File: config.mk
export PLATFORM = sky130hd
export DESIGN_NAME = dest_reg_pipeline
export DESIGN_NICKNAME = d
export VERILOG_FILES = /design/src/rtl/dest_reg_pipeline.sv
export SDC_FILE = /design/constraint.sdc
export NUM_CORES = 1
export LEC_CHECK = 0
export BUFFER_PORTS_ARGS = -buffer_cell sky130_fd_sc_hd__buf_2
export CAP_MARGIN = 25
export CORE_UTILIZATION = 51
export CTS_BUF_LIST = sky130_fd_sc_hd__clkbuf_8 sky130_fd_sc_hd__clkbuf_16
export DETAILED_ROUTE_END_ITERATION = 7
export GPL_TIMING_DRIVEN = 0
export PLACE_DENSITY = 0.88
export REMOVE_ABC_BUFFERS = 1
export SLEW_MARGIN = 20
export SYNTH_ARGS = -nofsm -noshare
export SYNTH_HDL_FRONTEND = slang
export SYNTH_SLANG_ARGS = --single-unit
File: constraint.sdc
create_clock -name clk -period 1.95 [get_ports clk]
set_clock_uncertainty 0.2 [all_clocks]
set_input_delay 0.39 -clock clk [delete_from_list [all_inputs] [get_ports clk]]
set_output_delay 0.39 -clock clk [all_outputs]
set_load 0.02 [all_outputs]
File: src/rtl/dest_reg_pipeline.sv
`default_nettype none
// ============================================================================
//  Module   : dest_reg_pipeline
//  Purpose  : Chooses the register-file destination (Rt, Rd or the link
//             register) and carries it, together with its write enable,
//             through a configurable chain of pipeline stages. Stall and
//             flush act on the chain. Combinational forwarding selects for the
//             two decode-stage source registers come from the destinations
//             currently in flight.
//  Revision : 1.0 - initial release
// ----------------------------------------------------------------------------
//  Parameters
//    ADDR_W   register address width
//    STAGES   pipeline depth (1..8); stage 1 is youngest, stage STAGES
//             drives the write port
//    LINK_REG destination used for link writes
//    SEL_W    width of the forwarding selects, clog2(STAGES+1)
//  Ports
//    clk          in   clock, rising edge
//    rst_n        in   asynchronous active-low reset
//    RegDst       in   0 = Rt, 1 = Rd, 2 = LINK_REG, 3 = reserved (no write)
//    Rt, Rd       in   instruction destination fields
//    RegWrite_in  in   decode-stage write enable
//    Stall        in   hold every stage
//    Flush        in   load a bubble into stage 1 (wins over Stall)
//    RsDec, RtDec in   decode-stage source registers
//    WriteReg     out  stage STAGES destination
//    RegWrite_out out  stage STAGES write valid
//    FwdA, FwdB   out  youngest matching stage index, 0 when none
// ============================================================================
module dest_reg_pipeline #(
   parameter int unsigned ADDR_W   = 5,
   parameter int unsigned STAGES   = 3,
   parameter int unsigned LINK_REG = 31,
   parameter int unsigned SEL_W    = $clog2(STAGES + 1)
) (
   input  logic              clk,
   input  logic              rst_n,
   input  logic [1:0]        RegDst,
   input  logic [ADDR_W-1:0] Rt,
   input  logic [ADDR_W-1:0] Rd,
   input  logic              RegWrite_in,
   input  logic              Stall,
   input  logic              Flush,
   input  logic [ADDR_W-1:0] RsDec,
   input  logic [ADDR_W-1:0] RtDec,
   output logic [ADDR_W-1:0] WriteReg,
   output logic              RegWrite_out,
   output logic [SEL_W-1:0]  FwdA,
   output logic [SEL_W-1:0]  FwdB
);

   localparam logic [ADDR_W-1:0] c_LINK_ADDR = ADDR_W'(LINK_REG);
   localparam logic [1:0]        c_DST_RT    = 2'd0;
   localparam logic [1:0]        c_DST_RD    = 2'd1;
   localparam logic [1:0]        c_DST_LINK  = 2'd2;
   localparam logic [1:0]        c_DST_NONE  = 2'd3;

   // Index 0 holds stage 1 (youngest), index STAGES-1 holds the write stage.
   logic [ADDR_W-1:0] dest_q  [STAGES];
   logic [ADDR_W-1:0] dest_d  [STAGES];
   logic              valid_q [STAGES];
   logic              valid_d [STAGES];

   logic [ADDR_W-1:0] sel_dest;
   logic              sel_valid;

   // ------------------------------------------------------------------
   // Destination select. The reserved encoding carries address 0 so it
   // can never look like a real destination downstream.
   // ------------------------------------------------------------------
   always_comb begin
      sel_dest = '0;
      case (RegDst)
         c_DST_RT:   sel_dest = Rt;
         c_DST_RD:   sel_dest = Rd;
         c_DST_LINK: sel_dest = c_LINK_ADDR;
         default:    sel_dest = '0;
      endcase
      // Writes to $0 are architecturally discarded, so never mark them valid.
      sel_valid = RegWrite_in && (RegDst != c_DST_NONE) && (sel_dest != '0);
   end

   // ------------------------------------------------------------------
   // Next-state for the stage chain.
   // Stage 1: Flush forces a bubble even while stalled; otherwise it loads
   // the new destination unless stalled. Older stages simply follow Stall.
   // ------------------------------------------------------------------
   always_comb begin
      for (int k = 0; k < int'(STAGES); k++) begin
         dest_d[k]  = dest_q[k];
         valid_d[k] = valid_q[k];
      end

      if (Flush) begin
         dest_d[0]  = '0;
         valid_d[0] = 1'b0;
      end else if (!Stall) begin
         dest_d[0]  = sel_dest;
         valid_d[0] = sel_valid;
      end

      if (!Stall) begin
         for (int k = 1; k < int'(STAGES); k++) begin
            dest_d[k]  = dest_q[k-1];
            valid_d[k] = valid_q[k-1];
         end
      end
   end

   always_ff @(posedge clk or negedge rst_n) begin
      if (!rst_n) begin
         for (int k = 0; k < int'(STAGES); k++) begin
            dest_q[k]  <= '0;
            valid_q[k] <= 1'b0;
         end
      end else begin
         dest_q  <= dest_d;
         valid_q <= valid_d;
      end
   end

   assign WriteReg     = dest_q[STAGES-1];
   assign RegWrite_out = valid_q[STAGES-1];

   // ------------------------------------------------------------------
   // Forwarding selects. Scanning from oldest to youngest lets the
   // youngest match overwrite older ones, giving it priority.
   // ------------------------------------------------------------------
   always_comb begin
      FwdA = '0;
      FwdB = '0;
      for (int k = int'(STAGES) - 1; k >= 0; k--) begin
         if (valid_q[k] && (dest_q[k] == RsDec) && (RsDec != '0)) begin
            FwdA = SEL_W'(k + 1);
         end
         if (valid_q[k] && (dest_q[k] == RtDec) && (RtDec != '0)) begin
            FwdB = SEL_W'(k + 1);
         end
      end
   end

endmodule
`default_nettype wire

== After elaboration in Yosys (flattened, before gate mapping) ==
Cells that the tools add are included.
Word-level totals
  register bits: 18
  latch bits: 0
  RAM bits: 0
  bits in read-only memories: 0
  bits of input ports: 27
  output and inout port bits: 10
  logic and storage cells: 45
  memories: 0
Operators by class
  $add $sub $neg: 0
  multipliers: 0
  divide/modulo/power cells: 0
  $lt $le $gt $ge: 0
  eq/ne operators: 10
  shift-type cells: 0
  mux-type cells: 11
  bitwise gates (word level): 0
  reductions and logical operators: 18
Operators by type and width (count)
  5-bit == test: 6
  5-bit case mux with 3 select lines: 1
  5-bit nonzero test: 3
  1-bit logical AND: 14
  2-bit 2-to-1 mux: 6
  5-bit 2-to-1 mux: 2
  2-bit by 1-bit == test with 1-bit output (second input constant): 1
  2-bit == test (second input constant): 1
  2-bit zero test: 1
  1-bit 2-to-1 mux: 2
  2-bit by 1-bit inequality test with 1-bit output (second input constant): 1
  2-bit inequality test (second input constant): 1

== Longest topological paths before layout ==
  depth in word-level cells: 6
  depth in mapped cells: 5
  mapped depth without buffers: 4

== Least setup slack after synthesis ==
No wires, ideal clock.
  path type: input port to output port
  start: in RtDec[0]
  end: out FwdB[1]
  data arrival time: 1.485 ns
  data required time: 1.360 ns
  path slack: -0.125 ns
  stages: 4
  buffers on the path: 0
  cell sequence: or4_1 -> nor2_2 -> nor4_1 -> a21oi_1
On the way
  word-level cells in the longest chain between the ends: 6
  elaborated cells on any way between the ends: 13
  those cells by class: eq/ne: 3; mux: 3; reduce/logical: 7
RTL lines
  start, declared: line 46  | input logic [ADDR_W-1:0] RtDec,
  5-bit == test: line 137  | if (valid_q[k] && (dest_q[k] == RtDec) && (RtDec != '0)) begin
  1-bit logical AND (2 in series): line 137
  2-bit 2-to-1 mux (2 in series): line 137
  2-bit 2-to-1 mux *: line 137
  end, declared: line 50  | output logic [SEL_W-1:0] FwdB
Every way passes the cells marked *; elsewhere a longest branch is shown, timed or not.

== Final worst setup path ==
  start: reg dest_q[7] in the netlist's numbering
  end: out FwdB[0]
On the way
  word-level cells in the longest chain between the ends: 5
RTL lines
  start, declared: line 60  | logic [ADDR_W-1:0] dest_q [STAGES];
  start signal, assigned: line 118  | dest_q <= dest_d;
  5-bit == test: line 137
  1-bit logical AND (2 in series): line 137
  2-bit 2-to-1 mux (2 in series): line 137
Every way passes these cells.

==> flow_metrics.tcl <==
set metrics [dict create \
    grt_util_all_layers 0.2449 \
    slowest_delay_ns 0.45 \
    netlist_area_sq_um 1226 \
    row_count 17 \
    dp_slack_ns -0.2909 \
    grt_max_degree 20 \
    pwr-share-clk 0.256 \
    synthDominantCellAreaShare 0.3673 \
    gp_congestion 0.8917 \
    setup_violations 4 \
    synth_top_area_cell "dfrtp_1" \
    worstHoldStart "Flush" \
    diodes 0 \
    synthArstFlopShare 1.000 \
    die_x_um 51.04 \
    worstSetupStartpointType "flip-flop" \
    fin_crit_ns 2.324 \
    startpoint "dest_q[7]$_DFFE_PN0N_" \
    cts_num_sinks 18 \
    setup_ws_ns -0.3737 \
    path_cells "xnor2_1, nand4_1, or4_4, a21o_1, buf_6" \
    relSlewSlack 0.6451 \
    path_max_fanout 4 \
    violations "setup timing" \
    reg2reg_setup_slack_ns 0.78 \
    power_frac_seq 0.478 \
    drt_iter0_markers 10 \
    tns_ns -1.349 \
    ant_nets 0 \
    p_int_mw 0.6720 \
    rr_startpoint "WriteReg[3]$_DFFE_PN0N_" \
    synth.distinct_cells 22 \
    status "finished, violations left" \
    drc_errors 0 \
    die_h_um 51.04 \
    overflow 0 \
    finish.utilization 0.6773 \
    fin_nets 185 \
    grt_pass1_wl_um 4698 \
    ys_ff_latch 18 \
    synth_mux_area_frac 0.1510 \
    fin_crit_sh 1.192 \
    pin_count 37 \
    regToRegEndpoint "WriteReg[3]$_DFFE_PN0N_" \
    finalPower_mw 0.9458 \
    initial_core_util 0.5490 \
    hold_slack_ns 0.1947 \
    htree_levels 1 \
    synth_compound_area_frac 0.06531 \
    cp_data_arrival_time_ns 1.73 \
    core_area_sq_um 2233 \
    yosysWarnings 0 \
    synth_edf_count 0 \
    critPathKind "reg -> out" \
    drt_wl_total_um 2749 \
    wl_per_cell_um 14.94 \
    tightest_slew_ns 0.5275 \
    slowest_stage "or4_4" \
    cellLeakagePower_nw 0.7053 \
    place_area_sq_um 1394 \
    combPwrFrac 0.267 \
    drive_gt1_frac 0.4103 \
    avgSynthCellArea_sq_um 10.22 \
    fin_area_sq_um 1513 \
    clkTransAtPathRegs_ns 0.06 \
    hold_violations 0 \
    dp.cells 177 \
    netlist_top_cells_count "xnor2_1 (22), dfrtp_1 (18), mux2_2 (12), nor2_1 (12), xor2_1 (8)" \
    ir_worst_vdd_mv 0.4102 \
    stdcell_count 184 \
    synth.most_common_cell "xnor2_1" \
    synthCells 120 \
    synthAdderAreaFrac 0 \
    root_buffer "clkbuf_8" \
    synth_area_leaders "dfrtp_1 (37%), xnor2_1 (16%), mux2_2 (11%)" \
    die-area_sq_um 2605 \
    maxCapViolations 0 \
    syn_to_final_growth_pct 23.37 \
    clk_latency_ns 0.24 \
    cts_made_buffers 3 \
    p_sw_frac 0.2895 \
    hold_path_class "in -> reg" \
    ys.flop_type "dfrtp_1" \
    clock_path_buffers 2 \
    io_buffers 36 \
    required_ns 1.36 \
    p_sw_mw 0.2738 \
    antenna_found_initial 0 \
    cellPowerDensity_nw_per_um2 625.2 \
    end_kind "output port" \
    endpoint "FwdB[0]" \
    synth_top_family_by_area "XOR/XNOR gates" \
    ys_seq_area_frac 0.3673 \
    synthXorXnorAreaFrac 0.2143 \
    route.vias.total 1025 \
    grt_pass1_vias 1092 \
    cts_tree "built" \
    max_freq_ghz 0.4304 \
    worst-r2r-cell-count 2 \
    slew_violations 0 \
    dr.pass1.iters 4 \
    viasPerCell 5.571 \
    synthSimpleGateAreaFrac 0.1633 \
    rsz0062_at_grt "true" \
]
-- power by group through the flow --
| stage | clock network, mW | logic [mW] | registers (mW) |
|---|---|---|---|
| 5_1_grt | 0.266 | 0.274 | 0.456 |
| 3_5_place_dp | 0 | 0.231 | 0.457 |
| 6_report | 0.242 | 0.252 | 0.452 |
| 3_3_place_gp | 0 | 0.220 | 0.452 |
| 2_1_floorplan | 0 | 0.125 | 0.462 |
| 4_1_cts | 0.251 | 0.245 | 0.449 |
-- placed cells by master, fill, tap and decap left out, types with 2 or more instances in the layout --
master     netlist  routed
a21o_1           2       2
xnor2_1         22      20
xor2_1           8       8
a21oi_2          0       2
nand2_1          4       4
nor2_1          12      12
dfrtp_1         18      17
buf_6            0       2
nor3_1           4       4
nor4_1           2       2
nor2_2           2       2
or4_1            2       2
mux2i_1          5       5
or4_4            2       2
mux2_2          12      12
o2bb2ai_1        5       5
nand4_1          6       6
buf_2            2      32
buf_4            5       5
clkbuf_8         0       3
xnor2_2          0       2
-- worst min path at each step --
stage,slack (ns),depth (start not counted),end
after global placement,0.12,1,dest_q[9]$_DFFE_PN0N_
after CTS,0.19,2,dest_q[10]$_DFFE_PN0P_
final,0.19,2,dest_q[10]$_DFFE_PN0P_
after global routing,0.20,2,dest_q[14]$_DFFE_PN0P_
after detailed placement,0.13,1,dest_q[8]$_DFFE_PN0N_
after floorplan,-0.11,0,RegWrite_out$_DFFE_PN0N_
-- state kept, by name (all words and copies together), names as in the netlist --
signal / count
valid_q: 2
RegWrite_out: 1
WriteReg: 5
dest_q: 10
-- logic make-up after synthesis --
kind of cell              count (synthesis)
AOI/OAI and AO/OA                        11
xor gates and xnor gates                 30
buffers and inverters                     7
DFF                                      18
muxes                                    17
and+or+nand+nor                          37
-- repair_timing --
action	4_1_cts	5_1_grt
resized for setup	6	6
setup buffers	3	0
setup endpoints to repair	4	4
gates cloned	0	0
hold endpoints to repair	18	0
pin swaps	11	1
hold buffers	1	0
-- metal layers --
| metal | routed length, um | GRT usage | vias up |
|---|---|---|---|
| met2 | 1368 | 0.4320 | 41 |
| met5 | 0 | 0 | - |
| met3 | 133 | 0.03869 | 10 |
| li1 | - | - | 494 |
| met1 | 1158 | 0.2679 | 480 |
| met4 | 88 | 0.1620 | 0 |
-- critical path, delay by kind of cell, from the launching register on --
| family | cells | cell delay, ns |
|---|---|---|
| xor gates and xnor gates | 1 | 0.16 |
| buffers and inverters | 1 | 0.13 |
| AOI/OAI and AO/OA | 1 | 0.20 |
| and+or+nand+nor | 2 | 0.57 |
| DFF | 1 | 0.43 |
-- area by class of cell --
type	instances	area, sq um
well taps	28	35.03
repair buffers	40	230.2
fillers	188	720.7
flip-flops and latches	18	451.7
multi-input cells	95	754.5
clock buffers	3	41.29
(Power assumes the default switching activity.)
